**src/rtl/csr_regfile_pkg.sv**
```systemverilog
// ============================================================================
// csr_regfile_pkg : CSR indices, field positions, exception codes, write masks
// Revision: 1.0
// ============================================================================
`default_nettype none

package csr_regfile_pkg;

   localparam logic [13:0] c_CSR_CRMD   = 14'h000;
   localparam logic [13:0] c_CSR_PRMD   = 14'h001;
   localparam logic [13:0] c_CSR_ECFG   = 14'h004;
   localparam logic [13:0] c_CSR_ESTAT  = 14'h005;
   localparam logic [13:0] c_CSR_ERA    = 14'h006;
   localparam logic [13:0] c_CSR_BADV   = 14'h007;
   localparam logic [13:0] c_CSR_EENTRY = 14'h00C;
   localparam logic [13:0] c_CSR_SAVE0  = 14'h030;
   localparam logic [13:0] c_CSR_TID    = 14'h040;
   localparam logic [13:0] c_CSR_TCFG   = 14'h041;
   localparam logic [13:0] c_CSR_TVAL   = 14'h042;
   localparam logic [13:0] c_CSR_TICLR  = 14'h044;

   localparam int c_CRMD_PLV      = 0;
   localparam int c_CRMD_IE       = 2;
   localparam int c_CRMD_DA       = 3;
   localparam int c_CRMD_PG       = 4;
   localparam int c_PRMD_PPLV     = 0;
   localparam int c_PRMD_PIE      = 2;
   localparam int c_ESTAT_IS_HW   = 2;
   localparam int c_ESTAT_IS_TI   = 11;
   localparam int c_ESTAT_IS_IPI  = 12;
   localparam int c_ESTAT_ECODE   = 16;
   localparam int c_ESTAT_ESUB    = 22;
   localparam int c_TCFG_EN       = 0;
   localparam int c_TCFG_PERIODIC = 1;
   localparam int c_TCFG_INITVAL  = 2;

   localparam logic [5:0] c_ECODE_INT = 6'h00;
   localparam logic [5:0] c_ECODE_ADE = 6'h08;
   localparam logic [5:0] c_ECODE_ALE = 6'h09;
   localparam logic [5:0] c_ECODE_SYS = 6'h0B;
   localparam logic [5:0] c_ECODE_BRK = 6'h0C;
   localparam logic [5:0] c_ECODE_INE = 6'h0D;
   localparam logic [8:0] c_ESUBCODE_ADEF = 9'h000;

   localparam logic [31:0] c_CRMD_RESET   = 32'h1 << c_CRMD_DA;
   localparam logic [31:0] c_CRMD_WMASK   = (32'h1 << (c_CRMD_PG + 1)) - 32'h1;
   localparam logic [31:0] c_PRMD_WMASK   = 32'h0000_0007;
   localparam logic [31:0] c_ECFG_WMASK   = 32'h0000_1BFF;
   localparam logic [31:0] c_ESTAT_WMASK  = 32'h0000_0003;
   localparam logic [31:0] c_EENTRY_WMASK = 32'hFFFF_FFC0;

   function automatic logic [31:0] csr_wmerge(input logic [31:0] old_val,
                                              input logic [31:0] new_val,
                                              input logic [31:0] mask);
      return (old_val & ~mask) | (new_val & mask);
   endfunction

endpackage

`default_nettype wire

```
**src/rtl/csr_regfile_if.sv**
```systemverilog
// ============================================================================
// csr_regfile_if : pipeline <-> CSR register file signal bundle
// Revision: 1.0
// ============================================================================
`default_nettype none

interface csr_regfile_if;
   logic [13:0] csr_num;
   logic [31:0] csr_rvalue;
   logic        csr_we;
   logic [31:0] csr_wmask;
   logic [31:0] csr_wvalue;
   logic        wb_ex;
   logic [5:0]  wb_ecode;
   logic [8:0]  wb_esubcode;
   logic [31:0] wb_pc;
   logic [31:0] wb_vaddr;
   logic        ertn_flush;
   logic [7:0]  hw_int_in;
   logic        ipi_int_in;
   logic [31:0] ex_entry;
   logic [31:0] ertn_entry;
   logic        has_int;

   modport master (
      output csr_num, csr_we, csr_wmask, csr_wvalue, wb_ex, wb_ecode, wb_esubcode,
             wb_pc, wb_vaddr, ertn_flush, hw_int_in, ipi_int_in,
      input  csr_rvalue, ex_entry, ertn_entry, has_int
   );

   modport slave (
      input  csr_num, csr_we, csr_wmask, csr_wvalue, wb_ex, wb_ecode, wb_esubcode,
             wb_pc, wb_vaddr, ertn_flush, hw_int_in, ipi_int_in,
      output csr_rvalue, ex_entry, ertn_entry, has_int
   );
endinterface

`default_nettype wire

```
**src/rtl/csr_regfile_timer.sv**
```systemverilog
// ============================================================================
// csr_timer : TCFG/TVAL countdown timer with TICLR-cleared interrupt flag
// Revision: 1.0
// ============================================================================
`default_nettype none

module csr_timer
   import csr_regfile_pkg::*;
(
   input  logic        clk,
   input  logic        reset,
   input  logic        we_i,
   input  logic [13:0] num_i,
   input  logic [31:0] wmask_i,
   input  logic [31:0] wvalue_i,
   output logic [31:0] tcfg_o,
   output logic [31:0] tval_o,
   output logic        ti_o
);
   logic [31:0] tcfg_q, tcfg_d;
   logic [31:0] tval_q, tval_d;
   logic        ti_q, ti_d;

   always_comb begin
      tcfg_d = tcfg_q;
      tval_d = tval_q;
      ti_d   = ti_q;
      if (we_i && num_i == c_CSR_TICLR && wmask_i[0] && wvalue_i[0]) begin
         ti_d = 1'b0;
      end
      // A TCFG write preempts counting; the expiry set below overrides a clear.
      if (we_i && num_i == c_CSR_TCFG) begin
         tcfg_d = csr_wmerge(tcfg_q, wvalue_i, wmask_i);
         if (tcfg_d[c_TCFG_EN]) begin
            tval_d = {tcfg_d[31:c_TCFG_INITVAL], 2'b00};
         end
      end else if (tcfg_q[c_TCFG_EN]) begin
         if (tval_q != 32'd0) begin
            tval_d = tval_q - 32'd1;
            if (tval_q == 32'd1) begin
               ti_d = 1'b1;
            end
         end else if (tcfg_q[c_TCFG_PERIODIC]) begin
            tval_d = {tcfg_q[31:c_TCFG_INITVAL], 2'b00};
         end
      end
   end

   always_ff @(posedge clk) begin
      if (reset) begin
         tcfg_q <= '0;
         tval_q <= '0;
         ti_q   <= 1'b0;
      end else begin
         tcfg_q <= tcfg_d;
         tval_q <= tval_d;
         ti_q   <= ti_d;
      end
   end

   assign tcfg_o = tcfg_q;
   assign tval_o = tval_q;
   assign ti_o   = ti_q;

endmodule

`default_nettype wire

```
**src/rtl/csr_regfile.sv**
```systemverilog
// ============================================================================
// csr_regfile : exception/status CSRs, redirect targets and interrupt pending.
// Timer CSRs (TID/TCFG/TVAL/TICLR) exist only when CSR_TIMER_EN is defined.
// Revision: 1.0
// ============================================================================
`default_nettype none

module csr_regfile
   import csr_regfile_pkg::*;
#(
   parameter logic [31:0] COREID   = 32'h0,
   parameter int          SAVE_NUM = 4
) (
   input  logic         clk,
   input  logic         reset,
   csr_regfile_if.slave bus
);
   logic [31:0] crmd_q, crmd_d, prmd_q, prmd_d, ecfg_q, ecfg_d;
   logic [31:0] estat_q, estat_d, era_q, era_d, badv_q, badv_d;
   logic [31:0] eentry_q, eentry_d;
   logic [31:0] save_q [SAVE_NUM];
   logic [31:0] save_d [SAVE_NUM];
   logic [31:0] w_estat, w_rdata;
   logic        w_we, w_ti;

   assign w_we = bus.csr_we & ~bus.wb_ex & ~bus.ertn_flush;

   always_comb begin
      crmd_d   = crmd_q;
      prmd_d   = prmd_q;
      ecfg_d   = ecfg_q;
      estat_d  = estat_q;
      era_d    = era_q;
      badv_d   = badv_q;
      eentry_d = eentry_q;
      if (bus.wb_ex) begin
         prmd_d[c_PRMD_PPLV +: 2] = crmd_q[c_CRMD_PLV +: 2];
         prmd_d[c_PRMD_PIE]       = crmd_q[c_CRMD_IE];
         crmd_d[c_CRMD_PLV +: 2]  = 2'b00;
         crmd_d[c_CRMD_IE]        = 1'b0;
         era_d                    = bus.wb_pc;
         estat_d[c_ESTAT_ECODE +: 6] = bus.wb_ecode;
         estat_d[c_ESTAT_ESUB +: 9]  = bus.wb_esubcode;
         if (bus.wb_ecode == c_ECODE_ADE) begin
            badv_d = bus.wb_pc;
         end else if (bus.wb_ecode == c_ECODE_ALE) begin
            badv_d = bus.wb_vaddr;
         end
      end else if (bus.ertn_flush) begin
         crmd_d[c_CRMD_PLV +: 2] = prmd_q[c_PRMD_PPLV +: 2];
         crmd_d[c_CRMD_IE]       = prmd_q[c_PRMD_PIE];
      end else if (w_we) begin
         case (bus.csr_num)
            c_CSR_CRMD:   crmd_d   = csr_wmerge(crmd_q, bus.csr_wvalue, bus.csr_wmask & c_CRMD_WMASK);
            c_CSR_PRMD:   prmd_d   = csr_wmerge(prmd_q, bus.csr_wvalue, bus.csr_wmask & c_PRMD_WMASK);
            c_CSR_ECFG:   ecfg_d   = csr_wmerge(ecfg_q, bus.csr_wvalue, bus.csr_wmask & c_ECFG_WMASK);
            c_CSR_ESTAT:  estat_d  = csr_wmerge(estat_q, bus.csr_wvalue, bus.csr_wmask & c_ESTAT_WMASK);
            c_CSR_ERA:    era_d    = csr_wmerge(era_q, bus.csr_wvalue, bus.csr_wmask);
            c_CSR_EENTRY: eentry_d = csr_wmerge(eentry_q, bus.csr_wvalue, bus.csr_wmask & c_EENTRY_WMASK);
            default: ;
         endcase
      end
      // Interrupt lines are level-sampled every cycle regardless of commits.
      estat_d[c_ESTAT_IS_HW +: 8] = bus.hw_int_in;
      estat_d[c_ESTAT_IS_IPI]     = bus.ipi_int_in;
   end

   always_comb begin
      for (int i = 0; i < SAVE_NUM; i++) begin
         save_d[i] = save_q[i];
         if (w_we && bus.csr_num == c_CSR_SAVE0 + 14'(i)) begin
            save_d[i] = csr_wmerge(save_q[i], bus.csr_wvalue, bus.csr_wmask);
         end
      end
   end

   always_ff @(posedge clk) begin
      if (reset) begin
         crmd_q   <= c_CRMD_RESET;
         prmd_q   <= '0;
         ecfg_q   <= '0;
         estat_q  <= '0;
         era_q    <= '0;
         badv_q   <= '0;
         eentry_q <= '0;
         for (int i = 0; i < SAVE_NUM; i++) save_q[i] <= '0;
      end else begin
         crmd_q   <= crmd_d;
         prmd_q   <= prmd_d;
         ecfg_q   <= ecfg_d;
         estat_q  <= estat_d;
         era_q    <= era_d;
         badv_q   <= badv_d;
         eentry_q <= eentry_d;
         for (int i = 0; i < SAVE_NUM; i++) save_q[i] <= save_d[i];
      end
   end

`ifdef CSR_TIMER_EN
   logic [31:0] tid_q, tid_d, w_tcfg, w_tval;

   assign tid_d = (w_we && bus.csr_num == c_CSR_TID)
                  ? csr_wmerge(tid_q, bus.csr_wvalue, bus.csr_wmask) : tid_q;

   always_ff @(posedge clk) begin
      if (reset) tid_q <= COREID;
      else       tid_q <= tid_d;
   end

   csr_timer u_timer (
      .clk      (clk),
      .reset    (reset),
      .we_i     (w_we),
      .num_i    (bus.csr_num),
      .wmask_i  (bus.csr_wmask),
      .wvalue_i (bus.csr_wvalue),
      .tcfg_o   (w_tcfg),
      .tval_o   (w_tval),
      .ti_o     (w_ti)
   );
`else
   assign w_ti = 1'b0;
`endif

   // estat_q[11] is never set; the timer flag lives in the timer block.
   assign w_estat = estat_q | ({31'b0, w_ti} << c_ESTAT_IS_TI);

   always_comb begin
      w_rdata = '0;
      case (bus.csr_num)
         c_CSR_CRMD:   w_rdata = crmd_q;
         c_CSR_PRMD:   w_rdata = prmd_q;
         c_CSR_ECFG:   w_rdata = ecfg_q;
         c_CSR_ESTAT:  w_rdata = w_estat;
         c_CSR_ERA:    w_rdata = era_q;
         c_CSR_BADV:   w_rdata = badv_q;
         c_CSR_EENTRY: w_rdata = eentry_q;
`ifdef CSR_TIMER_EN
         c_CSR_TID:    w_rdata = tid_q;
         c_CSR_TCFG:   w_rdata = w_tcfg;
         c_CSR_TVAL:   w_rdata = w_tval;
`endif
         default: begin
            for (int i = 0; i < SAVE_NUM; i++) begin
               if (bus.csr_num == c_CSR_SAVE0 + 14'(i)) w_rdata = save_q[i];
            end
         end
      endcase
   end

   assign bus.csr_rvalue = w_rdata;
   assign bus.ex_entry   = eentry_q;
   assign bus.ertn_entry = era_q;
   assign bus.has_int    = crmd_q[c_CRMD_IE] & (|(w_estat[12:0] & ecfg_q[12:0]));

endmodule

`default_nettype wire

```
**src/flat_wrapper.sv**
```systemverilog
// flat-port wrapper written by rule: the top's interface ports become plain ports
module csr_regfile_flat import csr_regfile_pkg::*;
#(
   parameter logic [31:0] COREID   = 32'h0,
   parameter int          SAVE_NUM = 4
)
  (clk, reset, bus_csr_num, bus_csr_we, bus_csr_wmask, bus_csr_wvalue, bus_wb_ex, bus_wb_ecode, bus_wb_esubcode, bus_wb_pc, bus_wb_vaddr, bus_ertn_flush, bus_hw_int_in, bus_ipi_int_in, bus_csr_rvalue, bus_ex_entry, bus_ertn_entry, bus_has_int);
  csr_regfile_if bus_i ();
  input  logic clk;
  input  logic reset;
  input wire logic [$bits(bus_i.csr_num)-1:0] bus_csr_num;
  input wire logic [$bits(bus_i.csr_we)-1:0] bus_csr_we;
  input wire logic [$bits(bus_i.csr_wmask)-1:0] bus_csr_wmask;
  input wire logic [$bits(bus_i.csr_wvalue)-1:0] bus_csr_wvalue;
  input wire logic [$bits(bus_i.wb_ex)-1:0] bus_wb_ex;
  input wire logic [$bits(bus_i.wb_ecode)-1:0] bus_wb_ecode;
  input wire logic [$bits(bus_i.wb_esubcode)-1:0] bus_wb_esubcode;
  input wire logic [$bits(bus_i.wb_pc)-1:0] bus_wb_pc;
  input wire logic [$bits(bus_i.wb_vaddr)-1:0] bus_wb_vaddr;
  input wire logic [$bits(bus_i.ertn_flush)-1:0] bus_ertn_flush;
  input wire logic [$bits(bus_i.hw_int_in)-1:0] bus_hw_int_in;
  input wire logic [$bits(bus_i.ipi_int_in)-1:0] bus_ipi_int_in;
  output wire logic [$bits(bus_i.csr_rvalue)-1:0] bus_csr_rvalue;
  output wire logic [$bits(bus_i.ex_entry)-1:0] bus_ex_entry;
  output wire logic [$bits(bus_i.ertn_entry)-1:0] bus_ertn_entry;
  output wire logic [$bits(bus_i.has_int)-1:0] bus_has_int;
  assign bus_i.csr_num = bus_csr_num;
  assign bus_i.csr_we = bus_csr_we;
  assign bus_i.csr_wmask = bus_csr_wmask;
  assign bus_i.csr_wvalue = bus_csr_wvalue;
  assign bus_i.wb_ex = bus_wb_ex;
  assign bus_i.wb_ecode = bus_wb_ecode;
  assign bus_i.wb_esubcode = bus_wb_esubcode;
  assign bus_i.wb_pc = bus_wb_pc;
  assign bus_i.wb_vaddr = bus_wb_vaddr;
  assign bus_i.ertn_flush = bus_ertn_flush;
  assign bus_i.hw_int_in = bus_hw_int_in;
  assign bus_i.ipi_int_in = bus_ipi_int_in;
  assign bus_csr_rvalue = bus_i.csr_rvalue;
  assign bus_ex_entry = bus_i.ex_entry;
  assign bus_ertn_entry = bus_i.ertn_entry;
  assign bus_has_int = bus_i.has_int;
  csr_regfile #(.COREID(COREID), .SAVE_NUM(SAVE_NUM)) u_core (.clk(clk), .reset(reset), .bus(bus_i));
endmodule
```
**config.mk**
```make
export PLATFORM = sky130hd
export DESIGN_NAME = csr_regfile_flat
export DESIGN_NICKNAME = d
export VERILOG_FILES = /design/src/rtl/csr_regfile_pkg.sv /design/src/rtl/csr_regfile_if.sv /design/src/rtl/csr_regfile_timer.sv /design/src/rtl/csr_regfile.sv /design/src/flat_wrapper.sv
export SDC_FILE = /design/constraint.sdc
export NUM_CORES = 1
export LEC_CHECK = 0
export BUFFER_PORTS_ARGS = -buffer_cell sky130_fd_sc_hd__buf_4
export CAP_MARGIN = 20
export CORE_AREA = 4 4 164 166
export CTS_CLUSTER_DIAMETER = 80
export DETAILED_ROUTE_END_ITERATION = 10
export DIE_AREA = 0 0 168 170
export PLACE_DENSITY = 0.9
export SYNTH_ARGS = -nofsm -noshare
export SYNTH_HDL_FRONTEND = slang
export SYNTH_SLANG_ARGS = --single-unit
export TNS_END_PERCENT = 10
```
**constraint.sdc**
```tcl
create_clock -name clk -period 3.2 [get_ports clk]
set_input_delay 0.64 -clock clk [delete_from_list [all_inputs] [get_ports clk]]
set_output_delay 0.64 -clock clk [all_outputs]
set_load 0.005 [all_outputs]
```
# --- Word-level counts from Yosys, hierarchy flattened ---
# Memories as Yosys holds them, arrays and structs flattened.
# Cells that the tools add are included.
classes:
  n_mux: 33
  reduce_logical: 24
  bitwise_logic: 42
  n_eq_ne: 13
ops:
  columns: ["op", "n"]
  rows:
  - ["$mux 32", 18]
  - ["$and 32x32->32", 12]
  - ["$or 32x32->32", 10]
  - ["$pmux 32 s7", 1]
  - ["$mux 31", 3]
  - ["$not 32->32", 2]
  - ["$eq 14x3->1 const B", 4]
  - ["$eq 14x6->1 const B", 4]
  - ["$and 32x13->32", 1]
  - ["$and 32x2->32", 1]
  - ["$and 32x3->32", 1]
  - ["$and 32x5->32", 1]
  - ["$not 13->32", 1]
  - ["$not 2->32", 1]
  - ["$not 3->32", 1]
  - ["$not 5->32", 1]
  - ["$mux 3", 7]
  - ["$reduce_and 4->1", 5]
  - ["$mux 15", 1]
  - ["$eq 14x1->1 const B", 1]
  - ["$eq 14x4->1 const B", 1]
  - ["$logic_not 14->1", 1]
  - ["$reduce_bool 2->1", 7]
  - ["$and 13x13->13", 1]
  - ["11 further kinds", 26]
totals:
  inputBits: 171
  output_inout_bits: 97
  regBits: 224
  mem_count: 1
  mem_bits_rw: 128
memory_table:
  columns: ["memory", "words", "width", "rd", "rd_ports_with_merged_regs", "write_ports", "line", "text"]
  rows:
  - ["u_core.save_q", 4, 32, 4, 0, 4, "csr_regfile.sv:21", "logic [31:0] save_q [SAVE_NUM];"]

# --- Depth between registers and ports, before layout ---
logic_depth:
  depth_word: 7
  ltp_mapped: 8

# --- Worst setup path before layout ---
# Ideal clock, no wire load.
synth_path:
  kind: "input port to output port"
  start: "input bus_csr_num[0]"
  end: "output bus_csr_rvalue[12]"
  cell_stages: 7
  setup_slack_ns: 0.498
  path_buffers: 4
  required_time_ns: 2.560
  arrival_ns: 2.062
  cell_sequence: "buf_2 buf_2 buf_2 buf_2 mux4_2 a22oi_1 o21ai_0"
synth_via:
  elab_chain_cells: 6
  word_cells_on_any_way: 16
  classes_between: "eq/ne: 10; mux: 5; reduce/logical: 1"
synth_rtl:
  columns: ["element", "line", "text"]
  rows:
  - ["start, declared", "flat_wrapper.sv:11", "input wire logic [$bits(bus_i.csr_num)-1:0] bus_csr_num;"]
  - ["$eq 14x6->1", "csr_regfile.sv:145", "if (bus.csr_num == c_CSR_SAVE0 + 14'(i)) w_rdata = save_q[i];"]
  - ["$mux 32 (4 in a row)", "csr_regfile.sv:145", null]
  - ["$pmux 32 s7 (*)", "csr_regfile.sv:130", "case (bus.csr_num)"]
  - ["end, declared", "flat_wrapper.sv:23", "output wire logic [$bits(bus_i.csr_rvalue)-1:0] bus_csr_rvalue;"]
# Every way passes the cells marked *; elsewhere a longest branch is shown, timed or not.

# --- Worst setup path in the final report ---
layout_path:
  start: "input bus_csr_num[1]"
  end: "output bus_csr_rvalue[27]"
# Same word-level chain as after synthesis.

==> flow_summary_export.csv <==
group,metric,value,unit
sta,hold_viol,0,
placed_design,portBuffers,261,
synth,synth_top_area_frac,0.377,
clock_tree,clock_latency,0.54,ns
critical_path,worstPathMaxFanout,34,
grt,grt_max_degree,87,
floorplanning,die_y,170,µm
placed_design,dp_hpwl,34700,µm
synth,synth_area,14000,µm²
synth,ys.flop_type,"dfxtp_1",
clock_tree,cts_buffers,28,
synth,ys_warn_count,0,
sta,worst_slew_pin_slew,1.00,ns
sta,rsz0062_at_grt,"no",
placed_design,dp_cells,2119,
critical_path,start_kind,"input port",
synth,ys_async_sr_fraction,0,
detailed_routing,post-route-drc-count,0,
pwr,p_leak,6.62,nW
detailed_routing,met3_length,7160,µm
critical_path,r2r_slack,2.29,ns
synth,syn-instance-count,1642,
sta,maxSlewViolCount,0,
synth,synth_edf_count,0,
grt,grt.overflow.total,0,
final_layout,multi_input_area,7770,µm²
critical_path,crit_type,"input port to output port",
sta,slew_headroom,0.331,
floorplanning,ios,268,
worst_hold_path,min_path_type,"input port to flip-flop",
clock_tree,h-tree-depth,1,
synth,yosys-top-cells-area,"dfxtp_1 38%, mux2i_1 7.2%, nand4_1 6.0%",
final_layout,nFillCells,1947,
status,outcome,"finished clean",
detailed_routing,postRouteAntennaNets,0,
sta,finalSetupTns,0,ns
final_layout,instances_no_fill,2174,
pwr,power_density,450,nW/µm²
detailed_routing,drt_wl_total,53100,µm
clock_tree,cts.root.buffer_cell,"clkbuf_16",
detailed_routing,via_count,15400,
worst_hold_path,min_delay_path_depth,2,
synth,ys_ff_latch,264,
detailed_routing,vias_per_cell,7.09,
detailed_routing,topRoutingLayerUsed,"met5",
grt,grt_pass1_wl,81400,µm
floorplanning,start_util,0.547,
synth,yosysSeqAreaShare,0.377,
detailed_routing,met2_length,24100,µm
floorplanning,rows,59,
pwr,peakVddDrop,0.422,mV
detailed_routing,wl_per_cell,24.4,µm
clock_tree,ctsHoldBuffers,0,
detailed_routing,wl_met1,18500,µm
critical_path,worstPathRequired,2.56,ns
final_layout,fin_nets,1985,
run,maxCapViolCount,0,
detailed_routing,drtIter0Drc,2723,
critical_path,cp_data_arrival_time,2.42,ns
sta,fin_crit,3.06,ns
clock_tree,clock_path_buffers,3,
grt,grt_pass1_vias,15000,
floorplanning,die_area,28600,µm²
detailed_routing,drt_first_pass_iters,7,
floorplanning,core,25600,µm²
sta,max_freq,326,MHz
final_layout,area_growth,23.6,%
critical_path,r2r_cells,2,
synth,yosysTopAreaCell,"dfxtp_1",
clock_tree,cts.sinks,264,
sta,skew,0.00456,ns
critical_path,end_kind,"output port",
grt,antenna_found_initial,6,
final_layout,drive_gt1_frac,0.249,
placed_design,gp_congestion,0.927,
synth,avgSynthCellArea,8.53,µm²
sta,fin_crit_sh,0.958,
grt,track_usage,0.348,
floorplanning,die_w,168,µm
synth,yosysUniqueCellTypes,56,
final_layout,seqCellArea,5290,µm²
clock_tree,cts_tree,"yes",
clock_tree,clk_pin_slew,0.06,ns
sta,final-setup-viol-count,0,
clock_tree,cts_setup_buffers,0,
==> Yosys cell counts (41+ instances only) <==
master      n
nand3_1    89
mux2i_1   101
dfxtp_1   264
nor2_1     67
o21ai_0   146
a21oi_1   155
nand2_1    50
nand4_1   135
a211oi_1   41
buf_2      53
nand2b_1   69
clkbuf_1  103
==> cells by family after synthesis <==
group                  Yosys count  share of synthesized area
AO/OA/AOI/OAI                  521                      0.230
AND/OR/NAND/NOR                478                      0.192
flip-flops                     264                      0.377
buffers and inverters          236                     0.0728
multiplexers                   142                      0.128
other                            1                   0.000268
==> through the flow <==
stage,total power [W],instance area [µm²],utilization,hold slack [ns],setup WS (ns)
final,0.00779,17300,0.675,0.307,0.136
after global routing,0.00796,17300,0.675,0.315,0.0388
after CTS,0.00775,17300,0.675,0.304,0.0941
after detailed placement,0.00425,16300,0.635,0.457,0.113
after global placement,0.00423,16300,0.635,0.443,0.189
after floorplan,0.00385,14000,-,0.436,0.498
==> layout by cell type, fill, tap and decap left out, drive strengths merged, types with 9 or more instances in the layout <==
cell type	netlist	layout
nand2	50	50
mux2	13	13
nand2b	69	69
a211oi	41	41
a41oi	29	29
inv	38	38
dfxtp	264	264
nand3	89	89
a22oi	32	32
nor2	67	67
a21oi	155	155
a221oi	33	33
nor2b	17	17
clkbuf	117	39
buf	80	335
o221ai	12	12
nor3	9	9
o21ai	176	176
and4	9	9
a22o	9	9
mux4	28	28
o22ai	12	12
nand4	135	135
mux2i	101	101
==> power by group <==
part           total (W)  internal [W]  switching, W
Sequential       0.00339       0.00334     0.0000458
Clock            0.00357       0.00221       0.00136
Combinational   0.000828      0.000353      0.000475
Total            0.00779       0.00590       0.00188
==> timing repair <==
action / CTS / global route
resized for setup: 0 / 1
setup endpoints to repair: 0 / 1
endpoints found under the hold margin: 0 / 0
==> critical path: stages <==
cell and delay [ns]:
buf_4 0.45, buf_12 0.25, mux2_2 0.35, a22o_1 0.18, a22oi_1 0.18, o32ai_2 0.15
buf_4 0.17
==> routing by layer <==
layer	vias to the layer above	global-route usage
li1	6536	-
met1	7145	0.441
met2	1373	0.540
met3	344	0.0839
met4	8	0.212
met5	-	0
==> area by class of cell <==
type | count | share of cell area
Clock inverter | 12 | 0.0109
Clock buffer | 39 | 0.0482
Inverter | 38 | 0.00824
Timing Repair Buffer | 335 | 0.154
Sequential cell | 264 | 0.305
Multi-Input combinational cell | 1147 | 0.449
Antenna cell | 4 | 0.000579
Tap cell | 335 | 0.0242
==> worst paths after layout <==
path,startpoint,endpoint
max,bus_csr_num[1],bus_csr_rvalue[27]
min,bus_hw_int_in[4],u_core.estat_q[6]
max reg2reg,flip-flop,flip-flop
min reg2reg,flip-flop,flip-flop
Note: power is estimated with default switching activity, not from simulation.
